`src/rtl/imem_loader.sv`:
```
// Boot loader: turns a framed byte stream into little-endian instruction-memory writes.
// The core is held in reset until a complete image with a matching checksum has been loaded.
module imem_loader #(
  parameter int unsigned DEPTH_WORDS = 1024,
  parameter logic [7:0]  MAGIC       = 8'hA5
) (
  input  logic        CLK,
  input  logic        Rst,
  input  logic        byte_valid,
  input  logic [7:0]  byte_data,
  output logic        byte_ready,
  input  logic        start,
  output logic        imem_we,
  output logic [31:0] imem_addr,
  output logic [31:0] imem_wdata,
  output logic        core_rst_n,
  output logic        load_done,
  output logic        load_err
);

  typedef enum logic [2:0] {
    S_IDLE, S_LEN0, S_LEN1, S_DATA, S_CSUM, S_DONE, S_ERR
  } state_t;

  localparam logic [16:0] DEPTH_LIM = 17'(DEPTH_WORDS);

  state_t      state, state_next;
  logic [7:0]  len_lo;
  logic [15:0] n_words;
  logic [15:0] word_index;
  logic [1:0]  byte_cnt;
  logic [7:0]  csum;
  logic [23:0] word_buf;
  logic [15:0] len_full;
  logic        fire;
  logic        do_write;

  assign byte_ready = (state != S_DONE) && (state != S_ERR);
  assign fire       = byte_valid && byte_ready;
  assign len_full   = {byte_data, len_lo};

  always_comb begin
    state_next = state;
    do_write   = 1'b0;
    // start wins over a simultaneous handshake; that byte is simply dropped
    if (start) begin
      state_next = S_IDLE;
    end else if (fire) begin
      case (state)
        S_IDLE: if (byte_data == MAGIC) state_next = S_LEN0;
        S_LEN0: state_next = S_LEN1;
        S_LEN1: begin
          if ({1'b0, len_full} > DEPTH_LIM) state_next = S_ERR;
          else if (len_full == '0)          state_next = S_CSUM;
          else                              state_next = S_DATA;
        end
        S_DATA: begin
          if (byte_cnt == 2'd3) begin
            do_write = 1'b1;
            if (word_index + 16'd1 == n_words) state_next = S_CSUM;
          end
        end
        S_CSUM: state_next = (byte_data == csum) ? S_DONE : S_ERR;
        default: ;
      endcase
    end
  end

  always_ff @(posedge CLK or negedge Rst) begin
    if (!Rst) begin
      state      <= S_IDLE;
      len_lo     <= '0;
      n_words    <= '0;
      word_index <= '0;
      byte_cnt   <= '0;
      csum       <= '0;
      word_buf   <= '0;
      imem_we    <= 1'b0;
      imem_addr  <= '0;
      imem_wdata <= '0;
      core_rst_n <= 1'b0;
      load_done  <= 1'b0;
      load_err   <= 1'b0;
    end else begin
      state      <= state_next;
      imem_we    <= do_write;
      core_rst_n <= (state_next == S_DONE);
      load_done  <= (state_next == S_DONE);
      load_err   <= (state_next == S_ERR);
      if (start) begin
        word_index <= '0;
        byte_cnt   <= '0;
        csum       <= '0;
      end else if (fire) begin
        case (state)
          S_LEN0: len_lo  <= byte_data;
          S_LEN1: n_words <= len_full;
          S_DATA: begin
            csum     <= csum ^ byte_data;
            byte_cnt <= byte_cnt + 2'd1;
            case (byte_cnt)
              2'd0: word_buf[7:0]   <= byte_data;
              2'd1: word_buf[15:8]  <= byte_data;
              2'd2: word_buf[23:16] <= byte_data;
              default: ;
            endcase
            if (do_write) begin
              imem_addr  <= {14'b0, word_index, 2'b00};
              imem_wdata <= {byte_data, word_buf};
              word_index <= word_index + 16'd1;
            end
          end
          default: ;
        endcase
      end
    end
  end

endmodule

```
`config.mk`:
```
export PLATFORM = sky130hd
export DESIGN_NAME = imem_loader
export DESIGN_NICKNAME = d
export VERILOG_FILES = /design/src/rtl/imem_loader.sv
export SDC_FILE = /design/constraint.sdc
export NUM_CORES = 1
export LEC_CHECK = 0
export CAP_MARGIN = 15
export CORE_MARGIN = 1.5
export CORE_UTILIZATION = 24
export CTS_CLUSTER_DIAMETER = 50
export DETAILED_ROUTE_END_ITERATION = 7
export GPL_ROUTABILITY_DRIVEN = 0
export SLEW_MARGIN = 20
export SYNTH_ARGS = -nofsm -noshare
export SYNTH_HDL_FRONTEND = slang
export SYNTH_SLANG_ARGS = --single-unit
```
`constraint.sdc`:
```
create_clock -name CLK -period 7.07 [get_ports CLK]
set_clock_uncertainty 0.05 [all_clocks]
set_input_delay 1.414 -clock CLK [delete_from_list [all_inputs] [get_ports CLK]]
set_output_delay 1.414 -clock CLK [all_outputs]
set_load 0.1 [all_outputs]
```
==> run summary, run 1 <==
CTS Root Cell: clkbuf_16
DR vias/cell: 4.33
Syn Area/Cell: 12.2 um^2
die width: 161 um
DRC Markers: 0
CTS Buf Count: 17
share of flip-flops with an asynchronous set or reset: 1.00
H-tree depth: 4
total power: 2.03 mW
Crit Path Class: input pin to register
post-CTS sizing: 0
final setup violation count: 0
num rows: 57
total grt overflow: 0
CTS Hold Bufs: 0
Design Area, Final: 7480 um^2
final wirelength: 13000 um
CTS tree: built
clock latency on the worst-skew pair: 0.41 ns
DP Cell Count: 845
nets: 558
clock-pin slew on the worst setup and hold paths: 0.05 ns
Clock Tree Buf Depth: 2
Slew Limit Fails: 0
die area: 25800 um^2
Synth area leader: dfrtp_1
sequential element share of the synthesized area: 0.537
post-CTS setup repair buffer count: 0
Layout Cells excl Fill: 878
fillcell total: 2510
Final HPWL DP: 8690 um
die span in y: 161 um
CP endpoint kind: register
share of cells above drive strength 1: 0.264
status: finished clean
total iterations of the first detailed-routing run: 4
EDFF count, synth: 0
number of global-route vias before repair: 3860
Hold Slack: 0.449 ns
Routed WL per cell: 14.8 um
Worst-Margin Slew: 1.01 ns
Yosys warning count: 0
Primary FF master, synth: dfrtp_1
Cell variety after synth: 52
antenna violations before repair: 0
diodes inserted: 0
Post-synth top cells: dfrtp_1 (128), mux2_2 (97), nor2_1 (29)
gr usage total: 0.106
R2R Setup Slk: 4.08 ns
Post-Syn Instances: 489
cell with the most instances after synthesis: dfrtp_1
first-pass GRT wire length: 21100 um
# IOs: 81
sum of negative setup slack: 0 ns
core area: 24400 um^2
IO buf count: 64
RSZ-0062 raised after global routing: no
Worst Path Max Fanout: 21
Max Cap Viol: 0
critical path startpoint category: input pin
Post-DP Area: 6850 um^2
Final Core Density: 0.307
fin worst setup slack: 2.96 ns
largest net degree at the start of global routing: 78
Pwr Density: 271 nW/um^2
part of the cycle the worst path needs: 0.581
Yosys top cell area share: 0.537
Worst EP required: 7.32 ns
worst hold path type: register to register
worst relative slew slack: 0.326
layout overhead on the synthesized area: 25.3%
final hold vios: 0
dpl ws: 2.52 ns
CP Data Arrival Time: 4.35 ns
Routed Antenna Nets: 0
P_leak: 3.33 nW
main area contributors after synthesis: dfrtp_1 (54%), mux2_2 (18%), xor2_1 (3.8%)
Seq cells post-synth: 128
VDD IR-drop max: 0.000183 V
Initial DRC Count: 144
synthesized area: 5970 um^2
starting density of the core: 0.245
clock sinks: 128
maximum clock rate: 0.243 GHz
clock period minus worst slack: 4.11 ns
vias: 3800
==> state kept, by name, indices dropped and copies added (netlist names) <==
| register | flops |
|---|---|
| len_lo | 8 |
| word_buf | 24 |
| imem_addr | 16 |
| word_index | 16 |
| csum | 8 |
| n_words | 16 |
| state | 3 |
| imem_we | 1 |
| imem_wdata | 32 |
| load_done | 1 |
| byte_cnt | 2 |
| load_err | 1 |
==> path summary, 6_finish.rpt <==
check | start | to | cells after the start
worst max-delay path | byte_valid | imem_wdata[8]$_DFFE_PN0P_ | 7
worst min-delay path | word_buf[6]$_DFFE_PN0P_ | imem_wdata[6]$_DFFE_PN0P_ | 1
worst max register to register | word_index[0]$_DFFE_PN0P_ | load_done$_DFF_PN0_ | 8
worst min register to register | word_buf[6]$_DFFE_PN0P_ | imem_wdata[6]$_DFFE_PN0P_ | 1
max in group asynchronous | Rst | imem_wdata[4]$_DFFE_PN0P_ | 2
min in group asynchronous | Rst | imem_wdata[31]$_DFFE_PN0P_ | 1
==> worst max-delay path, stage by stage <==
cell and delay, ns:
clkdlybuf4s50_1 0.55, nor2b_1 0.25, and3_1 0.54, nand2_1 0.28, nor2_4 0.64, buf_4 0.32
mux2_2 0.35
==> routing by layer <==
metal,wire length (um),vias to the layer above,GRT usage
met1,6110,1918,0.138
met4,156,0,0.0379
met3,740,8,0.0364
met5,0,-,0
li1,-,1789,-
met2,5950,85,0.162
==> final cells by class <==
class                      count  area, um^2  share of cell area
clock buffer                  21         460              0.0616
clock inverter                11         138              0.0184
inverter                       4        15.0             0.00201
multi-input combinational    321        2540               0.340
sequential                   128        3200               0.428
tap                          324         405              0.0542
timing repair buffer          69         716              0.0957
==> placed cells by master (no fill, tap or decap), drive strengths merged, types with 2 or more instances in the layout <==
cell           count
dfrtp            128
mux2              97
clkdlybuf4s50     63
nor2              29
xor2              26
nand2             22
clkbuf            21
xnor2             20
conb              16
o21ai             13
and3              11
a21oi             10
nand3              9
nand4              9
clkinv             8
nor3               7
or3                6
nor4               6
buf                6
ha                 5
inv                4
nor2b              3
o211ai             3
bufinv             3
or4                3
a21o               2
o31ai              2
and4b              2
a311oi             2
and4               2
a31oi              2
==> power breakdown <==
group	internal, mW	total, mW	switching (mW)	leakage, nW
sequential	0.814	0.874	0.0598	1.75
combinational	0.128	0.279	0.151	1.28
clock	0.570	0.875	0.306	0.300
total	1.51	2.03	0.517	3.33
==> cell families (layout without fill, tap and decap cells) <==
kind of cell	Yosys count	after routing	share of synthesized area
simple gates	112	112	0.101
xor+xnor	46	46	0.0675
compound gates	44	44	0.0505
other cells	1	16	0.000628
flops	128	128	0.537
buf+inv	55	105	0.0486
mux	98	98	0.185
fa+ha+maj	5	5	0.0105
(Power assumes the default switching activity.)
==> inputs of run 2 (changes only) <==
clock period = 3.6 ns   (was 7.07 ns; I/O delays follow)
==> run summary, run 2 (synthesized netlist as in run 1, its figures left out) <==
status: finished clean
final hold vios: 0
gr usage total: 0.110
number of flip-flops in the largest register: 32
Routed WL per cell: 15.1 um
part of the cycle the worst path needs: 0.815
Routed Antenna Nets: 0
total grt overflow: 0
Worst Reg2Reg Path Length in Cells: 9
worst r2r src: word_index[0]$_DFFE_PN0P_
Crit Path Class: register to register
# IOs: 81
most frequent cells in the layout: dfrtp_1 (128), mux2_2 (97), clkdlybuf4s50_1 (57)
Hold Slack: 0.238 ns
post-CTS sizing: 0
commonest non-fill, non-tap cell in the layout: dfrtp_1
P_leak: 3.36 nW
VDD IR-drop max: 0.000344 V
RSZ-0062 raised after global routing: no
total power: 3.94 mW
Max Cap Viol: 0
total iterations of the first detailed-routing run: 4
post-CTS setup repair buffer count: 0
register area: 3200 um^2
fillcell total: 2498
DRC Markers: 0
Slew Limit Fails: 0
sum of negative setup slack: 0 ns
clock sinks: 128
antenna violations before repair: 0
clock latency on the worst-skew pair: 0.42 ns
R2R Setup Slk: 0.67 ns
IO buf count: 64
CP Data Arrival Time: 3.20 ns
Worst EP required: 3.86 ns
Worst path slowest cell: nor4_2
largest reg by FF count: imem_wdata
CTS tree: built
CTS Buf Count: 17
Worst Path Max Fanout: 8
core area: 24400 um^2
top flop regs: imem_wdata: 32 flops, word_buf: 24 flops
Layout Cells excl Fill: 884
worst hold path type: input pin to asynchronous set/reset pin
clock-pin slew on the worst setup and hold paths: 0.05 ns
final setup violation count: 0
diodes inserted: 0
die span in y: 161 um
CP max stage delay: 0.58 ns
maximum clock rate: 0.341 GHz
CP top delay family: simple AND/OR/NAND/NOR gates
Clock Tree Buf Depth: 2
area of the multi-input gates: 2540 um^2
number of global-route vias before repair: 3967
Buffers & Inverters on Critical Path: 1
Worst-Margin Slew: 0.993 ns
starting density of the core: 0.245
nets: 567
Post-DP Area: 6920 um^2
largest net degree at the start of global routing: 89
num rows: 57
first-pass GRT wire length: 22100 um
DR vias/cell: 4.36
CTS Root Cell: clkbuf_16
share of cells above drive strength 1: 0.282
CP endpoint kind: register
Initial DRC Count: 172
vias: 3855
clock period minus worst slack: 2.93 ns
reg2reg end: load_err$_DFF_PN0_
die width: 161 um
crit path cell chain: ha_1, nand2_1, or4_4, o21ai_2, a311oi_2, nor4_2, o21a_2, inv_2, nor4b_2
worst relative slew slack: 0.336
Final HPWL DP: 9090 um
critical path startpoint category: register
Design Area, Final: 7490 um^2
DP Cell Count: 855
layout overhead on the synthesized area: 25.4%
final wirelength: 13400 um
CTS Hold Bufs: 0
H-tree depth: 4
Pwr Density: 526 nW/um^2
die area: 25800 um^2
## run 2: changes by cell type in the layout (fill, tap and decap cells not counted), sizes merged
cell           previous run  this run
bufinv                    3         2
clkinv                    8         3
clkbuf                   21        23
clkdlybuf4s50            63        57
clkinvlp                  0         1
buf                       6        21
## run 2: report_power, final
part,switching [mW],total [mW],leakage [nW],internal (mW)
combinational,0.301,0.557,1.33,0.256
clock,0.581,1.66,0.281,1.08
sequential,0.127,1.73,1.75,1.60
total,1.01,3.94,3.36,2.93
## run 2: routing by layer
metal | wire [um] | global-route usage | part of all wire | vias to the layer above
li1 | - | - | - | 1810
met1 | 6540 | 0.152 | 0.49 | 1947
met4 | 104 | 0.0253 | 0.0078 | 0
met5 | 0 | 0 | 0 | -
met3 | 627 | 0.0343 | 0.047 | 9
met2 | 6090 | 0.169 | 0.46 | 89
## run 2: worst max path at each step
stage,start,to,depth (start not counted)
final,word_index[0]$_DFFE_PN0P_,load_err$_DFF_PN0_,9
after global routing,word_index[0]$_DFFE_PN0P_,load_done$_DFF_PN0_,8
after CTS,word_index[0]$_DFFE_PN0P_,load_err$_DFF_PN0_,8
after detailed placement,byte_valid,word_index[12]$_DFFE_PN0P_,8
after global placement,byte_valid,word_index[14]$_DFFE_PN0P_,8
after floorplan,state[1]$_DFF_PN0_,byte_ready,2
## run 2: worst reg2reg max path, cell delays in order (launching register included)
cell	delay, ns
dfrtp_1	0.51
ha_1	0.33
nand2_1	0.16
or4_4	0.46
o21ai_2	0.14
a311oi_2	0.12
nor4_2	0.58
o21a_2	0.22
inv_2	0.04
nor4b_2	0.23
## run 2: through the flow
step | utilization | setup slack (ns)
finish | 0.307 | 0.666
global route | 0.307 | 0.385
CTS | 0.307 | 0.599
detailed placement | 0.284 | 0.483
global placement | 0.284 | 0.519
floorplan | - | 0.122
## run 2: layout make-up
cell class                      count  area share
Inverter                            4     0.00201
Sequential cell                   128       0.428
Multi-Input combinational cell    321       0.339
Tap cell                          324      0.0541
Clock buffer                       23      0.0652
Clock inverter                      6      0.0110
Timing Repair Buffer               78       0.101
==> inputs of run 3 (changes only) <==
clock period = 2.95 ns   (was 3.6 ns; I/O delays follow)
==> run summary, run 3 (synthesized netlist as in run 1, its figures left out) <==
status: finished clean
CP Data Arrival Time: 2.99 ns
share of cells above drive strength 1: 0.395
clock latency on the worst-skew pair: 0.42 ns
CP top delay family: simple AND/OR/NAND/NOR gates
Worst Reg2Reg Path Length in Cells: 9
H-tree depth: 4
layout overhead on the synthesized area: 27.3%
CTS Hold Bufs: 0
worst hold path type: input pin to asynchronous set/reset pin
commonest non-fill, non-tap cell in the layout: dfrtp_1
clock sinks: 128
Max Cap Viol: 0
WL met2: 6330 um
Worst EP required: 3.22 ns
Design Area, Final: 7600 um^2
Crit Path Class: register to register
Pwr Density: 661 nW/um^2
post-CTS sizing: 0
diodes inserted: 0
CP max stage delay: 0.47 ns
first-pass GRT wire length: 23300 um
Crit path top cell by count: a311oi_2
dpl ws: 0.0543 ns
starting density of the core: 0.245
Worst path slowest cell: or4_4
Routed Antenna Nets: 0
Final HPWL DP: 9760 um
CTS Root Cell: clkbuf_16
crit path cell chain: ha_1, nand2_1, or4_4, and4b_1, a311oi_2, nor4_2, buf_4, a311oi_2, nor4b_2
DP Cell Count: 875
reg2reg end: load_err$_DFF_PN0_
clock period minus worst slack: 2.71 ns
clock-pin slew on the worst setup and hold paths: 0.06 ns
# IOs: 81
Hold Slack: 0.156 ns
Slew Limit Fails: 0
VDD IR-drop max: 0.000393 V
fin worst setup slack: 0.235 ns
total power: 5.02 mW
nets: 587
number of global-route vias before repair: 4050
worst relative slew slack: 0.539
R2R Setup Slk: 0.24 ns
Worst-Margin Slew: 0.691 ns
Buffers & Inverters on Critical Path: 1
fillcell total: 2462
IO buf count: 64
final hold vios: 0
Post-DP Area: 6970 um^2
maximum clock rate: 0.368 GHz
part of the cycle the worst path needs: 0.920
worst r2r src: word_index[1]$_DFFE_PN0P_
total iterations of the first detailed-routing run: 4
top flop regs: imem_wdata: 32 flops, word_buf: 24 flops
post-CTS setup repair buffer count: 0
die width: 161 um
vias: 3934
CTS Buf Count: 17
core area: 24400 um^2
final setup violation count: 0
Clock Tree Buf Depth: 2
Initial DRC Count: 209
gr usage total: 0.116
CTS tree: built
largest reg by FF count: imem_wdata
DR top layer: met4
antenna violations before repair: 0
Worst Path Max Fanout: 7
num rows: 57
sum of negative setup slack: 0 ns
RSZ-0062 raised after global routing: no
Final Core Density: 0.311
largest net degree at the start of global routing: 53
DRC Markers: 0
most frequent cells in the layout: dfrtp_1 (128), mux2_2 (97), buf_4 (84)
met3 WL: 821 um
die area: 25800 um^2
Layout Cells excl Fill: 907
Routed WL per cell: 15.4 um
final wirelength: 13900 um
Post-Route M1 WL: 6710 um
P_leak: 3.60 nW
number of flip-flops in the largest register: 32
CP endpoint kind: register
die span in y: 161 um
critical path startpoint category: register
DR vias/cell: 4.34
total grt overflow: 0
==> run 3: cell count changes in the layout (fill, tap and decap cells not counted) <==
cell,delta
bufinv_16,+1
clkinv_4,+3
clkdlybuf4s50_1,-47
buf_4,+65
clkbuf_8,-1
o21ai_1,+1
o21ai_0,-1
buf_12,+2
inv_6,+2
clkbuf_1,-2
==> run 3: worst max path at each step <==
stage | startpoint | to | cells after the start
floorplan | state[1]$_DFF_PN0_ | byte_ready | 2
CTS | word_index[1]$_DFFE_PN0P_ | load_err$_DFF_PN0_ | 9
global route | word_index[1]$_DFFE_PN0P_ | load_err$_DFF_PN0_ | 9
finish | word_index[1]$_DFFE_PN0P_ | load_err$_DFF_PN0_ | 9
detailed placement | byte_data[6] | load_done$_DFF_PN0_ | 8
global placement | byte_data[6] | load_done$_DFF_PN0_ | 8
==> run 3: cell type report <==
type / count / area [um^2] / area share
well taps: 324 / 405 / 0.0534
multi-input cells: 321 / 2540 / 0.334
flip-flops and latches: 128 / 3200 / 0.422
inverters: 4 / 15.0 / 0.00198
repair buffers: 98 / 811 / 0.107
clock buffers: 20 / 467 / 0.0614
clock inverters: 12 / 156 / 0.0206
==> run 3: layer usage <==
metal	vias up	global-route usage
li1	1846	-
met1	1994	0.162
met2	90	0.172
met3	4	0.0408
met4	0	0.0265
met5	-	0
==> run 3: power by group <==
group | switching (mW) | total, mW | internal, mW
Combinational | 0.382 | 0.705 | 0.324
Clock | 0.806 | 2.21 | 1.40
Sequential | 0.158 | 2.11 | 1.95
